File: src/rtl/alu_arbiter.sv
// Round-robin arbiter sharing one combinational ALU_32 between two requesters.
// Each accepted operation is registered into the ALU, its result captured one
// cycle later, and returned on a single response channel tagged with the source.
module alu_arbiter #(
  parameter int unsigned WIDTH = 32
) (
  input  logic             clk,
  input  logic             rst,
  // Requester 0
  input  logic             req0_valid,
  output logic             req0_ready,
  input  logic [WIDTH-1:0] req0_a,
  input  logic [WIDTH-1:0] req0_b,
  input  logic [3:0]       req0_ctrl,
  // Requester 1
  input  logic             req1_valid,
  output logic             req1_ready,
  input  logic [WIDTH-1:0] req1_a,
  input  logic [WIDTH-1:0] req1_b,
  input  logic [3:0]       req1_ctrl,
  // ALU_32 interface
  output logic [WIDTH-1:0] A_in,
  output logic [WIDTH-1:0] B_in,
  output logic [3:0]       ALU_ctrl,
  input  logic [WIDTH-1:0] ALU_out,
  input  logic             zero,
  input  logic             carry_out,
  input  logic             overflow,
  // Response channel
  output logic             rsp_valid,
  input  logic             rsp_ready,
  output logic             rsp_id,
  output logic [WIDTH-1:0] rsp_data,
  output logic [2:0]       rsp_flags,
  output logic             rsp_err
);

  typedef enum logic [1:0] {
    IDLE = 2'd0,
    EXEC = 2'd1,
    RESP = 2'd2
  } state_t;

  state_t state;
  // Requester that wins a tie in IDLE; flips to the other side after every grant.
  logic   rr_ptr;
  logic   grant0;
  logic   grant1;

  function automatic logic ctrl_legal(input logic [3:0] code);
    logic ok;
    case (code)
      4'b0000, 4'b0001, 4'b0010, 4'b0110,
      4'b0111, 4'b1100, 4'b1111: ok = 1'b1;
      default:                   ok = 1'b0;
    endcase
    return ok;
  endfunction

  // Grant selection: a lone valid wins, a tie goes to the priority holder.
  always_comb begin
    grant0 = req0_valid && (!req1_valid || (rr_ptr == 1'b0));
    grant1 = req1_valid && (!req0_valid || (rr_ptr == 1'b1));
  end

  assign req0_ready = !rst && (state == IDLE) && grant0;
  assign req1_ready = !rst && (state == IDLE) && grant1;

  // Arbitration / execute / response FSM with registered ALU and response outputs.
  always_ff @(posedge clk or posedge rst) begin
    if (rst) begin
      state     <= IDLE;
      rr_ptr    <= 1'b0;
      A_in      <= '0;
      B_in      <= '0;
      ALU_ctrl  <= 4'b0000;
      rsp_valid <= 1'b0;
      rsp_id    <= 1'b0;
      rsp_data  <= '0;
      rsp_flags <= 3'b000;
      rsp_err   <= 1'b0;
    end else begin
      case (state)
        IDLE: begin
          if (grant0) begin
            A_in     <= req0_a;
            B_in     <= req0_b;
            ALU_ctrl <= req0_ctrl;
            rsp_id   <= 1'b0;
            rr_ptr   <= 1'b1;
            state    <= EXEC;
          end else if (grant1) begin
            A_in     <= req1_a;
            B_in     <= req1_b;
            ALU_ctrl <= req1_ctrl;
            rsp_id   <= 1'b1;
            rr_ptr   <= 1'b0;
            state    <= EXEC;
          end
        end
        EXEC: begin
          if (ctrl_legal(ALU_ctrl)) begin
            rsp_data  <= ALU_out;
            rsp_flags <= {overflow, carry_out, zero};
            rsp_err   <= 1'b0;
          end else begin
            // Illegal code: the ALU output is meaningless, so report clean zeros.
            rsp_data  <= '0;
            rsp_flags <= 3'b000;
            rsp_err   <= 1'b1;
          end
          rsp_valid <= 1'b1;
          state     <= RESP;
        end
        RESP: begin
          if (rsp_ready) begin
            rsp_valid <= 1'b0;
            state     <= IDLE;
          end
        end
        default: state <= IDLE;
      endcase
    end
  end

endmodule

File: config.mk
export PLATFORM = sky130hd
export DESIGN_NAME = alu_arbiter
export DESIGN_NICKNAME = d
export VERILOG_FILES = /design/src/rtl/alu_arbiter.sv
export SDC_FILE = /design/constraint.sdc
export NUM_CORES = 1
export LEC_CHECK = 0
export BUFFER_PORTS_ARGS = -buffer_cell sky130_fd_sc_hd__clkbuf_2
export CORE_MARGIN = 4
export CORE_UTILIZATION = 38
export DETAILED_ROUTE_END_ITERATION = 8
export GPL_ROUTABILITY_DRIVEN = 0
export GPL_TIMING_DRIVEN = 0
export PLACE_DENSITY = 0.8
export SLEW_MARGIN = 20
export SYNTH_ARGS = -nofsm -noshare
export SYNTH_HDL_FRONTEND = slang
export SYNTH_SLANG_ARGS = --single-unit
export TNS_END_PERCENT = 30
File: constraint.sdc
create_clock -name clk -period 4.3 [get_ports clk]
set_input_delay 0.86 -clock clk [delete_from_list [all_inputs] [get_ports clk]]
set_output_delay 0.86 -clock clk [all_outputs]
set_load 0.005 [all_outputs]
==> flow_summary.ini, run 1 <==
[yosys]
synthSimpleGateAreaFrac_pct = 1.72
ys.flop_type = dfrtp_1
muxShareOfSynthArea_pct = 0
synth_async_sr_flop_share_pct = 100
synth_cell_types = 23
synth_edf_count = 0
synth_top_family_by_area = compound AO/OA/AOI/OAI gates
synth_nets = 515
yosys.area.top_type = dfrtp_1
syn_area_um2 = 4440
synthAdderAreaFrac_pct = 0
netlist_instances = 339
syn_avg_cell_area_um2 = 13.1
ys_ff_latch = 109
ys_seq_area_share_pct = 61.4
synth_top_area_share_pct = 61.4
synth_compound_area_share_pct = 24.2
yosys-top-cells-area = dfrtp_1 61%, a222oi_1 15%, a22o_1 6.9%, inv_1 6.0%, buf_6 4.1%
ys_warn_count = 0
synthXorXnorAreaFrac_pct = 0

[timing]
fin_crit_sh_pct = 72.6
relSlewSlack_pct = 43.8
fin_tns_setup_ns = 0
fin_ws_ns = 1.18
grt_setup_unrepaired = no
setup_violations = 0
hold_viol_final = 0
fin_crit_ns = 3.12
finClkSkew_ns = 0.00661
hold_ws_ns = 0.494
worstMarginPinSlew_ns = 0.844
report.final.slew_viol_count = 0
fmaxAchievable_mhz = 320

[placement]
dpl.hpwl_um = 10800
pre_cts_ws_ns = 1.13
port_buffers = 283
placed_area_um2 = 6110

[die]
core_area_um2 = 11400
die_area_um2 = 13500
die_x_um = 116
placementRows = 39
start_util_pct = 38.9
io-pin-count = 284
fp.dieH_um = 116

[route]
drt-initial-drc-count = 365
vias = 4123
dr.pass1.iters = 9
drtAntennaViolNets = 0
route.detailed.drc = 0
vias_per_cell = 5.26
wire_per_inst_um = 17.1
drt_wl_total_um = 13400

[worst_setup_path]
cp.depth = 6
slowest_stage = a2111oi_4
cpMostUsedCell = clkbuf_2
end_kind = primary output
arrival_ns = 2.26
cp_top_family = compound AO/OA/AOI/OAI gates
cp.required_ns = 3.44
r2r_cells = 5
critPathMaxFanout = 10
critical_path_class = primary input to primary output
path_cells = clkbuf_2 -> inv_2 -> a2111oi_4 -> buf_6 -> and2_1 -> clkbuf_2
crit_path_end = req1_ready
crit_start = req1_valid
path_buf_inv = 4
ff2ff_setup_slack_ns = 2.50
r2r_end = B_in[25]
worstReg2RegStart = state[1]
startpoint_type = primary input
cpPeakStageDelay_ns = 0.78

[pwr]
ir_drop_v = 0.000359
finalPower_mw = 4.70
leakage_nw = 3.70
powerDensity_nw_per_um2 = 734

[cells_and_area]
fillers = 981
area_growth_pct = 44.2
nNetsFinal = 812
drive_above_1_share_pct = 52.3
final_area_um2 = 6400
num_antenna_cells = 0
regArea_um2 = 2730
multi_input_area_um2 = 1150

[min_path]
hold_path.class = register to register

[global_route]
grt_pass1_vias = 4185
grt_pass1_wl_um = 20200
antenna_found_initial = 0
grt_max_degree = 36
grt-ovfl-total = 0
grtUsageTotal_pct = 19.1

[clock_network]
cts_num_sinks = 109
clkTransAtPathRegs_ns = 0.07
numCtsBuffers = 9
clk_latency_ns = 0.34
cts_tree = yes
clockBufferDepth = 2
holdBufCountCts = 0
post_cts_buffers = 0
cts_max_level = 3
cts_resized = 0
cts-root-buf = clkbuf_16

[status]
status = complete, no violations

[job]
maxCapViolations = 0
## cell usage after synthesis (2+ instances only)
master and count:
nor2_1 3, bufbuf_8 3, buf_2 8, nand2b_1 3, a22o_1 35, inv_1 71
buf_6 16, nand2_1 4, a222oi_1 68, dfrtp_1 109, and2_1 2, a21oi_1 3
inv_2 2, o21ai_1 3
## worst min-delay path: cells and delay by family, from the launching register on
family | cells | cell delay, ns
DFF | 1 | 0.34
and+or+nand+nor | 1 | 0.05
AOI/OAI and AO/OA | 1 | 0.06
## stage by stage
| step | utilization, % | instances |
|---|---|---|
| after detailed placement | 53.5 | 768 |
| after CTS | 56.1 | 784 |
| after global routing | 56.1 | 784 |
| after floorplan | - | 339 |
| after global placement | 52.9 | 765 |
| final | 56.1 | 784 |
## cell families after synthesis
family,Yosys count
buffers and inverters,102
AOI/OAI and AO/OA,113
and+or+nand+nor,15
DFF,109
## how the worst min path moves through the flow
stage	from	to	depth (start not counted)	slack, ns
floorplan	rsp_err	rsp_err	2	0.48
global placement	rsp_err	rsp_err	2	0.47
detailed placement	rsp_err	rsp_err	2	0.48
CTS	rsp_err	rsp_err	2	0.50
global route	rsp_data[24]	rsp_data[24]	1	0.52
finish	rsp_err	rsp_err	2	0.49
## routing by layer
metal	vias up	GRT usage, %	part of all wire, %
met5	-	0	0
met4	0	5.80	0.97
met3	11	3.94	8.9
met2	224	34.6	52
met1	2000	22.8	38
li1	1888	-	-
## report_power, final
part           total, mW  leakage [nW]  internal (mW)  switching, mW
logic               2.05          2.19           1.07          0.977
registers           1.85          1.37           1.54          0.316
clock network      0.797         0.137          0.406          0.391
total               4.70          3.70           3.02           1.68
## layout by cell type (no fill, tap or decap), drive strengths merged, types with 4 or more instances in the layout
cell type,synthesis,final
clkbuf,1,293
dfrtp,109,109
inv,73,74
a222oi,68,68
a22o,35,35
buf,25,28
nand2,4,4
a21oi,4,4
## final cells by class
type,instances,area share (%)
plain buffers,29,4.50
clock buffers,9,3.52
clock inverters,7,1.08
inverters,73,4.34
multi-input cells,128,18.0
flip-flops and latches,109,42.6
well taps,143,2.80
repair buffers,286,23.2
## flip-flops by register name, summed over array words and instances (netlist names)
signal,flops
B_in,32
ALU_ctrl,4
state,2
rsp_err,1
rsp_flags,3
rsp_valid,1
rsp_data,32
rsp_id,1
A_in,32
rr_ptr,1
No activity file was read; power rests on OpenSTA's default activity.
==> run 2, diff against run 1 <==
--- a/config.mk
+++ b/config.mk
@@ -5,13 +5,14 @@
 export SDC_FILE = /design/constraint.sdc
 export NUM_CORES = 1
 export LEC_CHECK = 0
+export ABC_AREA = 1
 export BUFFER_PORTS_ARGS = -buffer_cell sky130_fd_sc_hd__clkbuf_2
 export CORE_MARGIN = 4
-export CORE_UTILIZATION = 38
+export CORE_UTILIZATION = 40
 export DETAILED_ROUTE_END_ITERATION = 8
 export GPL_ROUTABILITY_DRIVEN = 0
 export GPL_TIMING_DRIVEN = 0
-export PLACE_DENSITY = 0.8
+export PLACE_DENSITY = 0.81
 export SLEW_MARGIN = 20
 export SYNTH_ARGS = -nofsm -noshare
 export SYNTH_HDL_FRONTEND = slang
==> constraint.sdc (replaced) <==
create_clock -name clk -period 2.51 [get_ports clk]
set_input_delay 0.502 -clock clk [delete_from_list [all_inputs] [get_ports clk]]
set_output_delay 0.502 -clock clk [all_outputs]
set_load 0.005 [all_outputs]
==> flow_summary.ini, run 2 <==
[pwr]
switching_share_pct = 41.1
power.share.clock_pct = 18.4
powerDensity_nw_per_um2 = 1170
leakage_nw = 4.07
netSwitchingPower_mw = 3.39
comb_power_share_pct = 44.7
internal_power_mw = 4.87
ir_drop_v = 0.000568
finalPower_mw = 8.27
seq_power_share_pct = 36.9

[cells_and_area]
num_antenna_cells = 0
area_growth_pct = 40.2
fillers = 1154
final_area_um2 = 7050
final_cell_mix = 282 x clkbuf_2, 254 x nand2_1, 109 x dfrtp_1
drive_above_1_share_pct = 35.0
layout_commonest_cell = clkbuf_2
largest_registers = A_in (32), B_in (32), rsp_data (32)
nNetsFinal = 1113

[route]
drt-initial-drc-count = 379
vias_per_cell = 4.95
wire_per_inst_um = 15.4
dr.pass1.iters = 5
vias = 5493
drt_wl_total_um = 17100
route.detailed.drc = 0
drtAntennaViolNets = 0

[yosys]
synth_edf_count = 0
synth_nets = 815
ys_seq_area_share_pct = 54.2
synthAdderAreaFrac_pct = 0
ys_ff_latch = 109
ys.flop_type = dfrtp_1
synth.most_common_cell = nand2_1
syn_area_um2 = 5030
ys_warn_count = 0
netlist_instances = 639
muxShareOfSynthArea_pct = 0
yosys.area.top_type = dfrtp_1
synthSimpleGateAreaFrac_pct = 37.9
yosys-top-cells-area = dfrtp_1 54%, nand2_1 19%, nand4_1 8.5%, nand3_1 7.1%, inv_1 3.1%
syn_avg_cell_area_um2 = 7.87
synth_compound_area_share_pct = 0.473
synthXorXnorAreaFrac_pct = 0
synth_async_sr_flop_share_pct = 100
synth_top_family_by_area = simple AND/OR/NAND/NOR gates
synth_top_area_share_pct = 54.2
synth_cell_types = 16
synth_commonest_cells = 254 x nand2_1, 109 x dfrtp_1, 71 x nand3_1

[global_route]
grt_pass1_vias = 5228
grt_max_degree = 33
grt-ovfl-total = 0
grt_pass1_wl_um = 26400
grtUsageTotal_pct = 23.2
antenna_found_initial = 0

[timing]
fin_crit_ns = 2.27
finClkSkew_ns = 0.00586
relSlewSlack_pct = 59.6
grt_setup_unrepaired = no
setup_violations = 0
hold_viol_final = 0
report.final.slew_viol_count = 0
fmaxAchievable_mhz = 441
fin_crit_sh_pct = 90.4
worstMarginPinSlew_ns = 0.605

[worst_setup_path]
startpoint_type = register
arrival_ns = 1.77
cp.required_ns = 2.01
end_kind = primary output
critical_path_class = register to primary output
critPathMaxFanout = 10

[min_path]
hold_path.class = primary input to asynchronous set/reset pin

[die]
start_util_pct = 41.3
io-pin-count = 284
placementRows = 40
die_x_um = 120
die_area_um2 = 14400
core_area_um2 = 12200
fp.dieH_um = 120

[status]
status = complete, no violations

[placement]
placed_area_um2 = 6710
port_buffers = 282
dpl.hpwl_um = 13200

[clock_network]
cts_max_level = 3
clkTransAtPathRegs_ns = 0.07
clk_latency_ns = 0.35
cts_num_sinks = 109
clockBufferDepth = 2
numCtsBuffers = 9
cts_tree = yes
cts-root-buf = clkbuf_16

[job]
maxCapViolations = 0
==> run 2: changes by cell type after synthesis, sizes merged, moves of 30 or more <==
cell    before  now
nor2         3   41
nand2        4  254
a222oi      68    0
nand3        0   71
a22o        35    0
nand4        0   68
inv         73   43
==> run 2: final cells by class <==
type                            count  area, um2  share of cell area (%)
Timing Repair Buffer              287       1490                    21.1
Clock inverter                      7       88.8                    1.26
Multi-Input combinational cell    440       1940                    27.5
Clock buffer                        9        225                    3.20
Buffer                             47        208                    2.95
Inverter                           43        165                    2.34
Sequential cell                   109       2730                    38.7
Tap cell                          168        210                    2.98
==> run 2: path summary, 6_finish.rpt <==
kind | endpoint | cells past startpoint | slack (ns) | from
min | ALU_ctrl[1] | 2 | 0.24 | rst
min in group clk | A_in[18] | 3 | 0.35 | req1_a[18]
max reg2reg | ALU_ctrl[1] | 5 | 0.78 | rr_ptr
min reg2reg | rsp_data[5] | 2 | 0.48 | rsp_data[5]
max | req0_ready | 6 | 0.24 | state[1]
max in group asynchronous | A_in[9] | 3 | 1.73 | rst
==> run 2: metrics by stage <==
stage,util [%],setup TNS [ns],setup slack (ns),hold WS (ns),cells
final,58.0,0,0.240,0.239,1110
after global routing,58.0,0,0.0442,0.278,1110
after CTS,57.8,0,0.0709,0.241,1108
after detailed placement,55.2,0,0.300,0.468,1092
after global placement,54.7,-13.69,-0.129,0.461,1089
after floorplan,-,0,0.693,0.464,639
==> run 2: logic make-up (layout without fill, tap and decap cells) <==
kind of cell / after synthesis / after routing
AO/OA/AOI/OAI: 4 / 4
buffers and inverters: 90 / 393
flip-flops: 109 / 109
AND/OR/NAND/NOR: 436 / 436
==> run 2: timing repair <==
action | in CTS | in global routing
hold buffers | 0 | 0
buffers inserted | 0 | 2
pin swaps | 0 | 1
gates cloned | 0 | 0
resized for setup | 1 | 0
setup endpoints to repair | 2 | 2
hold endpoints to repair | 0 | 0
==> run 2: critical path, stage by stage (launching register included) <==
cell	delay [ns]
dfrtp_1	0.43
nor2_4	0.17
o21ai_2	0.09
buf_2	0.20
buf_2	0.21
nor3_1	0.15
clkbuf_2	0.16
==> run 2: power by group through the flow <==
stage | combinational (mW) | sequential [mW] | clock (mW)
after global routing | 4.15 | 3.15 | 1.63
after CTS | 3.72 | 3.05 | 1.55
after floorplan | 1.99 | 3.07 | 0
after global placement | 3.60 | 3.04 | 0
after detailed placement | 3.71 | 3.06 | 0
final | 3.69 | 3.05 | 1.52
==> run 2: metal layers <==
metal,share of wire (%),GRT usage (%),routed length [um]
met3,8.4,5.89,1440
met1,41,29.0,6990
met4,2.5,9.88,436
met5,0,0,0
met2,48,38.2,8280
==> run 3, diff against run 2 <==
--- a/config.mk
+++ b/config.mk
@@ -11,7 +11,6 @@
 export CORE_UTILIZATION = 40
 export DETAILED_ROUTE_END_ITERATION = 8
 export GPL_ROUTABILITY_DRIVEN = 0
-export GPL_TIMING_DRIVEN = 0
 export PLACE_DENSITY = 0.81
 export SLEW_MARGIN = 20
 export SYNTH_ARGS = -nofsm -noshare
==> flow_summary.ini, run 3 (synthesized netlist as in run 2, its figures left out) <==
[worst_setup_path]
startpoint_type = register
end_kind = primary output
arrival_ns = 1.41
critPathMaxFanout = 5
cp.required_ns = 2.01
critical_path_class = register to primary output

[timing]
fin_crit_ns = 1.91
fin_tns_setup_ns = 0
hold_viol_final = 0
finClkSkew_ns = 0.00735
fmaxAchievable_mhz = 524
relSlewSlack_pct = 48.6
fin_crit_sh_pct = 76.1
grt_setup_unrepaired = no
hold_ws_ns = 0.356
worstMarginPinSlew_ns = 0.771
fin_ws_ns = 0.601
setup_violations = 0
report.final.slew_viol_count = 0

[die]
placementRows = 40
fp.dieH_um = 120
start_util_pct = 41.3
core_area_um2 = 12200
io-pin-count = 284
die_x_um = 120
die_area_um2 = 14400

[route]
drt_wl_total_um = 15700
route.detailed.drc = 0
drt-initial-drc-count = 475
wire_per_inst_um = 14.7
drtAntennaViolNets = 0
vias_per_cell = 4.89
vias = 5232
dr.pass1.iters = 4

[placement]
pre_cts_ws_ns = 0.669
dpl.cell_count = 1055
port_buffers = 283
dpl.hpwl_um = 11200
placed_area_um2 = 6580

[pwr]
leakage_nw = 3.96
powerDensity_nw_per_um2 = 1150
comb_power_share_pct = 44.6
seq_power_share_pct = 38.8
internal_power_mw = 4.62
ir_drop_v = 0.000492
power.share.clock_pct = 16.6
switching_share_pct = 41.1
netSwitchingPower_mw = 3.22

[clock_network]
clockBufferDepth = 2
cts_resized = 0
cts_max_level = 3
holdBufCountCts = 0
post_cts_buffers = 0
cts_num_sinks = 109
cts_tree = yes
cts-root-buf = clkbuf_16
clk_latency_ns = 0.34
clkTransAtPathRegs_ns = 0.07
numCtsBuffers = 9

[min_path]
hold_path.class = primary input to asynchronous set/reset pin

[global_route]
antenna_found_initial = 0
grt_pass1_vias = 5009
grtUsageTotal_pct = 21.4
grt_max_degree = 110
grt_pass1_wl_um = 24900
grt-ovfl-total = 0

[cells_and_area]
area_growth_pct = 36.1
num_antenna_cells = 0
final_cell_mix = 283 x clkbuf_2, 253 x nand2_1, 109 x dfrtp_1
drive_above_1_share_pct = 34.7
fillers = 1158
fin_cells = 1070
layout_commonest_cell = clkbuf_2
final_area_um2 = 6840
nNetsFinal = 1074
largest_registers = A_in (32), B_in (32), rsp_data (32)

[status]
status = complete, no violations

[job]
maxCapViolations = 0
==> run 3: cell types whose count changed in the layout (fill, tap and decap cells not counted), moves of 2 or more <==
cell	delta
clkbuf_1	-20
buf_2	-19
buf_4	+6
clkinv_2	-4
buf_1	-2
bufinv_16	-2
==> run 3: power by group through the flow <==
stage	Combinational, mW	Sequential [mW]	Clock, mW
3_5_place_dp	3.56	3.05	0
4_1_cts	3.56	3.04	1.33
6_report	3.50	3.04	1.30
3_3_place_gp	3.48	3.04	0
5_1_grt	3.98	3.15	1.40
2_1_floorplan	1.99	3.07	0
==> run 3: layer usage <==
metal / wire length [um] / share of wire, % / vias to the layer above / GRT usage (%)
met5: 0 / 0 / - / 0
met4: 302 / 1.9 / 0 / 7.23
met3: 1340 / 8.5 / 22 / 5.89
met2: 7420 / 47 / 232 / 34.3
met1: 6660 / 42 / 2406 / 28.1
li1: - / - / 2572 / -
==> run 3: cell type report <==
class	count	area, um2	share of cell area (%)
Sequential cell	109	2730	39.9
Tap cell	168	210	3.07
Clock buffer	14	254	3.71
Inverter	43	165	2.41
Multi-Input combinational cell	440	1950	28.5
Timing Repair Buffer	295	1530	22.4
Clock inverter	1	7.51	0.110
==> run 3: path summary, 6_finish.rpt <==
kind                                  start     endpoint  slack, ns  cells past startpoint
max in group asynchronous               rst       rsp_id       1.67                      3
worst max register to register     state[1]     A_in[16]       0.83                      7
worst max-delay path               state[1]   req0_ready       0.60                      4
worst min-delay path                    rst       rr_ptr       0.36                      3
worst min register to register  rsp_data[3]  rsp_data[3]       0.48                      2
min in group clk                 req1_a[26]     A_in[26]       0.36                      3
==> run 3: worst max-delay path: stages, from the launching register on <==
cell	delay, ns
dfrtp_1	0.43
nor2_4	0.13
o21ai_4	0.09
nor3_1	0.24
clkbuf_2	0.18
==> run 3: metrics by stage <==
step / total power, mW / util, %
2_1_floorplan: 5.06 / -
3_3_place_gp: 6.53 / 54.1
3_5_place_dp: 6.61 / 54.1
4_1_cts: 7.94 / 56.3
5_1_grt: 8.53 / 56.3
6_report: 7.84 / 56.3
